==> src/rtl/dram_arbiter.sv <==
// Arbiter sharing the single-port data RAM between the CPU load/store path
// and the read-only video fetch path. The CPU has priority. A starvation
// counter forces a video slot after MAX_WAIT consecutive denied cycles.
//
// owner_q states:
//   state      | meaning
//   OWN_NONE   | no read in flight (idle, CPU write, or reset)
//   OWN_CPU_RD | CPU read issued last cycle, mem_rdata belongs to CPU
//   OWN_VID_RD | video read issued last cycle, mem_rdata belongs to video
module dram_arbiter #(
    parameter int ADDR_W   = 10,
    parameter int DATA_W   = 32,
    parameter int MAX_WAIT = 4,
    parameter int CNT_W    = 4
) (
    input  logic              clk,
    input  logic              rst,
    input  logic              cpu_req,
    input  logic              cpu_we,
    input  logic [ADDR_W-1:0] cpu_addr,
    input  logic [DATA_W-1:0] cpu_wdata,
    output logic              cpu_stall,
    output logic [DATA_W-1:0] cpu_rdata,
    output logic              cpu_rvalid,
    input  logic              vid_req,
    input  logic [ADDR_W-1:0] vid_addr,
    output logic              vid_gnt,
    output logic [DATA_W-1:0] vid_rdata,
    output logic              vid_rvalid,
    output logic [ADDR_W-1:0] mem_addr,
    output logic [DATA_W-1:0] mem_wdata,
    output logic              mem_we,
    input  logic [DATA_W-1:0] mem_rdata
);

    typedef enum logic [1:0] {
        OWN_NONE   = 2'd0,
        OWN_CPU_RD = 2'd1,
        OWN_VID_RD = 2'd2
    } owner_t;

    owner_t             owner_q;
    owner_t             owner_d;
    logic [CNT_W-1:0]   wait_cnt;
    logic [CNT_W-1:0]   wait_cnt_d;
    logic               cpu_grant;
    logic               vid_grant;
    logic               starved;

    assign starved = (wait_cnt == CNT_W'(MAX_WAIT));

    // Grant decision, memory port mux and next owner / counter values.
    // Nothing is granted while rst is high so no write can slip through.
    always_comb begin
        cpu_grant  = 1'b0;
        vid_grant  = 1'b0;
        mem_addr   = '0;
        mem_wdata  = '0;
        mem_we     = 1'b0;
        owner_d    = OWN_NONE;
        wait_cnt_d = wait_cnt;

        if (!rst) begin
            if (vid_req && (starved || !cpu_req)) begin
                vid_grant = 1'b1;
            end else if (cpu_req) begin
                cpu_grant = 1'b1;
            end
        end

        if (cpu_grant) begin
            mem_addr  = cpu_addr;
            mem_wdata = cpu_wdata;
            mem_we    = cpu_we;
            owner_d   = cpu_we ? OWN_NONE : OWN_CPU_RD;
        end else if (vid_grant) begin
            mem_addr  = vid_addr;
            owner_d   = OWN_VID_RD;
        end

        if (vid_grant || !vid_req) begin
            wait_cnt_d = '0;
        end else if (!starved) begin
            wait_cnt_d = wait_cnt + 1'b1;
        end
    end

    // Owner tag and starvation counter registers; reset drops any return.
    always_ff @(posedge clk) begin
        if (rst) begin
            owner_q  <= OWN_NONE;
            wait_cnt <= '0;
        end else begin
            owner_q  <= owner_d;
            wait_cnt <= wait_cnt_d;
        end
    end

    assign cpu_stall  = cpu_req & ~cpu_grant;
    assign vid_gnt    = vid_grant;
    assign cpu_rvalid = (owner_q == OWN_CPU_RD);
    assign vid_rvalid = (owner_q == OWN_VID_RD);
    assign cpu_rdata  = mem_rdata;
    assign vid_rdata  = mem_rdata;

endmodule

==> config.mk <==
export PLATFORM = sky130hd
export DESIGN_NAME = dram_arbiter
export DESIGN_NICKNAME = d
export VERILOG_FILES = /design/src/rtl/dram_arbiter.sv
export SDC_FILE = /design/constraint.sdc
export NUM_CORES = 1
export LEC_CHECK = 0
export CAP_MARGIN = 20
export CORE_AREA = 2 2 78 80
export CTS_CLUSTER_SIZE = 40
export DETAILED_ROUTE_END_ITERATION = 10
export DIE_AREA = 0 0 80 82
export GPL_ROUTABILITY_DRIVEN = 0
export PLACE_DENSITY = 0.81
export SKIP_CTS_REPAIR_TIMING = 1
export SLEW_MARGIN = 20
export SYNTH_ARGS = -nofsm -noshare
export SYNTH_HDL_FRONTEND = slang
export SYNTH_SLANG_ARGS = --single-unit
==> constraint.sdc <==
create_clock -name clk -period 2.97 [get_ports clk]
set_clock_uncertainty 0.1 [all_clocks]
set_input_delay 0.594 -clock clk [delete_from_list [all_inputs] [get_ports clk]]
set_output_delay 0.594 -clock clk [all_outputs]
set_load 0.05 [all_outputs]
-- Word-level counts from Yosys, hierarchy flattened
Index checks and enable logic that the tools add are counted.
Widths: inputs -> output; s select.
- register bits: 6
- bits in latches: 0
- bits in writable memories: 0
- bits in read-only memories: 0
- input bits: 89
- output and inout bits: 111
- word-level logic and storage cells: 26
- memories kept: 0
- $add $sub $neg: 1
- multiply operators: 0
- divide/modulo/power cells: 0
- order comparisons: 0
- equality and inequality tests: 3
- shift operators: 0
- mux-type cells: 12
- bitwise operators: 2
- reductions and logical operators: 6
- operators by type and width (cell ; number):
    $mux 32 ; 1
    $mux 10 ; 2
    $mux 1 ; 7
    $add 4x1->4 const B ; 1
    $eq 4x3->1 const B ; 1
    $mux 2 ; 2
    $eq 2x1->1 const B ; 1
    $eq 2x2->1 const B ; 1
    $logic_not 1->1 ; 2
    $logic_or 1x1->1 ; 2
    $reduce_or 2->1 ; 1
    $and 1x1->1 ; 1
    $logic_and 1x1->1 ; 1
    $not 1->1 ; 1

-- Depth between registers and ports, before layout
- depth after elaboration: 7
- depth in mapped cells: 6

-- Worst setup path before layout
No wires, ideal clock.
- kind: reg2out
- start point: register wait_cnt[0]
- end point: output port mem_addr[4]
- arrival: 1.640 ns
- slack: 0.636 ns
- stages on the path, launching flop included: 7
- cell sequence: dfxtp_1 -> inv_1 -> ha_1 -> and3b_4 -> a21oi_4 -> buf_6 -> a22o_1
- cells in the longest elaborated chain, start to end: 7
- elaborated cells between the ends (all ways): 9
- classes of those cells: eq/ne (1); mux (6); reduce/logical (2)
- RTL lines (item ; RTL line ; RTL):
    start: declaration ; 44 ; logic [CNT_W-1:0] wait_cnt;
    start signal: assignment ; 95 ; wait_cnt <= wait_cnt_d;
    $eq 4x3->1 (*) ; 50 ; assign starved = (wait_cnt == CNT_W'(MAX_WAIT));
    $logic_or 1x1->1 (*) ; 64 ; if (vid_req && (starved || !cpu_req)) begin
    $logic_and 1x1->1 (*) ; 64 ;
    $mux 1 ; 64 ;
    $mux 1 ; 63 ; if (!rst) begin
    $mux 10 ; 76 ; end else if (vid_grant) begin
    $mux 10 (*) ; 71 ; if (cpu_grant) begin
    end: declaration ; 30 ; output logic [ADDR_W-1:0] mem_addr,
Mark *: on every way between the ends. The rest lies on a longest branch, timed or not.

-- Worst setup path after layout
- start point: input port rst
- end point: output port mem_addr[7]
- cells in the longest elaborated chain, start to end: 3
- elaborated cells between the ends (all ways): 4
- classes of those cells: mux (4)
- RTL lines (item ; RTL line ; RTL):
    start: declaration ; 17 ; input logic rst,
    $mux 1 ; 63 ;
    $mux 10 ; 76 ;
    $mux 10 (*) ; 71 ;
Marked as above.

==> metrics.md <==
| Metric | Value |
|---|---|
| Detailed Place HPWL | `3216 um` |
| Clock Sink Count | `6` |
| Result of the run | `finished clean` |
| Root buffer cell | `clkbuf_8` |
| Routed via count | `972` |
| Placed cell areas | `2173 um^2` |
| Fmax | `0.3653 GHz` |
| Count of final hold-check violations | `0` |
| TritonCTS buffer count | `3` |
| Crit-path cells | `clkdlybuf4s50_1 -> nand2b_1 -> a21oi_4 -> buf_4 -> a22o_1 -> buf_12` |
| Period minus WS final | `2.738 ns` |
| Antenna diode count | `0` |
| CP max-delay cell | `clkdlybuf4s50_1` |
| Pre-CTS setup slack | `0.2306 ns` |
| IR drop worst, VDD | `0.0001474 V` |
| Leftover overflow at the end of global routing | `0` |
| Hold_ws | `0.3626 ns` |
| Pin count of the biggest net entering global routing | `31` |
| Distinct cells, synth | `18` |
| Part of the Yosys area used for sequential elements | `10.71%` |
| Worst setup SP type | `primary input` |
| Final sum of negative setup slack | `0 ns` |
| Number of nets in the finished design | `276` |
| Number of design-rule violations left by the first detailed-router iteration | `7` |
| Sw Ratio | `35.42%` |
| Std-Cell Core Area | `5746 um^2` |
| Number of pins with negative max-slew slack in the final report | `0` |
| Ports placed on the boundary | `200` |
| Number of global-route vias before repair | `1090` |
| Via/cell ratio | `3.767` |
| DRC errors left | `0` |
| Height of the die | `82 um` |
| Number of max-cap violations | `0` |
| Clock tree from TritonCTS | `yes` |
| Deepest level of the CTS H-tree | `1` |
| Die Outline Area | `6560 um^2` |
| Global-route wire length before repair | `5230 um` |
| Port buffer count | `103` |
| Post-Syn Instances | `143` |
| Most frequent cells in the layout | `clkdlybuf4s50_1, buf_12, and2_1` |
| CP Class | `in -> out` |
| Type of the worst min-delay path | `reg -> reg` |
| Chip Width | `80 um` |
| Crit path setup slack, layout | `0.2322 ns` |
| Worst max-slew margin expressed relative to the limit | `67.32%` |
| Data arrival time of the critical path | `2.04 ns` |
| Transition at the pin with the smallest max-transition slack | `0.4887 ns` |
| Total standard cell area after synthesis | `1121 um^2` |
| Wirelength per Cell | `14.21 um` |
| Total number of placement rows | `28` |
| Area of all placed cells without fillers | `2215 um^2` |
| Largest stage delay, worst path | `0.43 ns` |
| Avg Inst Size Synth | `7.840 um^2` |
| Switching Power | `195.2 uW` |
| WP data required | `2.28 ns` |
| Filler instances | `590` |
| Synth Net Count | `234` |
| Comb power frac | `63.0%` |
| Sequential power share | `15.3%` |
| Clock latency at the later pin of the worst-skew pair | `0.22 ns` |
| Type of destination of the critical path | `output port` |
| Number of setup violations in the final report | `0` |
| CTS clk-pin slew, worst paths | `0.03 ns` |
| Static leakage | `0.0009210 uW` |
| Fraction of layout instances using a drive strength above 1 | `28.96%` |
| Most common cell after layout, fill and taps aside | `clkdlybuf4s50_1` |
| Starting density of the core | `19.51%` |
| Power per cell area | `248.8 nW/um^2` |
| Length of the first detailed-routing pass in iterations | `4` |
| Clock power frac | `21.7%` |
| Maximum net fanout on the critical path | `30` |
| Area added between synthesis and finish | `97.54%` |
| Total internal power | `355.9 uW` |
| Unrepaired setup endpoints after global routing | `false` |
| DRT Wirelength | `3667 um` |
| Yosys reg bits | `6` |
| Count of yosys warnings during synthesis | `0` |
| Final clock period utilization by the worst path | `92.18%` |
| Number of antenna violations at the first check in global routing | `0` |
| Overall track demand over capacity in global routing | `10.43%` |
| Maximum count of clock buffers along a single path | `2` |
| Detail Route Antenna Nets | `0` |
## through the flow
stage | util (%) | instances | total power (uW)
2_1_floorplan | - | 143 | 460.6
3_3_place_gp | 37.83 | 255 | 432.4
3_5_place_dp | 37.83 | 255 | 434.5
4_1_cts | 38.55 | 258 | 557.6
5_1_grt | 38.55 | 258 | 572.4
6_report | 38.55 | 258 | 551.1
## cell usage after synthesis
master / n / area [um^2]
a21oi_4: 1 / 16.27
buf_4: 65 / 488.0
and2_1: 33 / 206.5
xnor2_1: 1 / 8.760
and3b_4: 1 / 12.51
nand3_1: 1 / 5.000
nor2_1: 6 / 22.52
nand2b_1: 1 / 6.260
mux2i_1: 1 / 10.01
inv_1: 5 / 18.77
a22o_1: 10 / 87.58
or3b_1: 1 / 8.760
dfxtp_1: 6 / 120.1
and2b_1: 1 / 7.510
nor2b_1: 2 / 12.51
ha_1: 2 / 25.02
o211a_1: 2 / 20.02
buf_6: 4 / 45.04
## critical path, delay by kind of cell
kind | cells | cell delay, ns
AOI/OAI and AO/OA | 2 | 0.40
buffers and inverters | 3 | 0.84
and+or+nand+nor | 1 | 0.21
## logic make-up (layout without fill, tap and decap cells)
group,Yosys count,count (layout),share of synthesized area (%)
DFF,6,6,10.71
AOI/OAI and AO/OA,13,13,11.05
and+or+nand+nor,46,46,25.11
buffers and inverters,74,114,49.22
xor gates and xnor gates,1,1,0.7814
adders and majority gates,2,2,2.232
muxes,1,1,0.8929
## state kept, by name, indices dropped and copies added (netlist names)
register,flops
owner_q,2
wait_cnt,4
## power groups by stage
stage | Clock [uW] | Combinational (uW) | Sequential (uW)
2_1_floorplan | 0 | 376 | 85.0
3_3_place_gp | 0 | 347 | 85.1
3_5_place_dp | 0 | 349 | 85.3
4_1_cts | 123 | 350 | 84.2
5_1_grt | 128 | 360 | 84.4
6_report | 120 | 347 | 84.1
## final cells by class
cell class	instances	area (um^2)	area share, %
timing repair buffer	106	1491	67.34
sequential	6	120.1	5.424
clock buffer	3	41.29	1.864
tap	75	93.84	4.237
inverter	5	18.77	0.8475
multi-input combinational	63	449.2	20.28
## layer usage
layer	vias to the layer above	track usage (%)	part of all wire, %
met5	-	0	0
met1	432	10.37	34
met2	64	18.17	53
met4	0	5.424	2.3
met3	11	4.945	11
li1	465	-	-
## worst paths after layout
kind | cells after the start | slack [ns] | end | from
max | 6 | 0.23 | mem_addr[7] | rst
max reg2reg | 6 | 1.41 | owner_q[0]$_SDFF_PP0_ | wait_cnt[0]$_SDFFE_PP0N_
min reg2reg | 1 | 0.36 | wait_cnt[0]$_SDFFE_PP0N_ | wait_cnt[0]$_SDFFE_PP0N_
min | 1 | 0.36 | wait_cnt[0]$_SDFFE_PP0N_ | wait_cnt[0]$_SDFFE_PP0N_
Power figures use the tool's default switching activity.
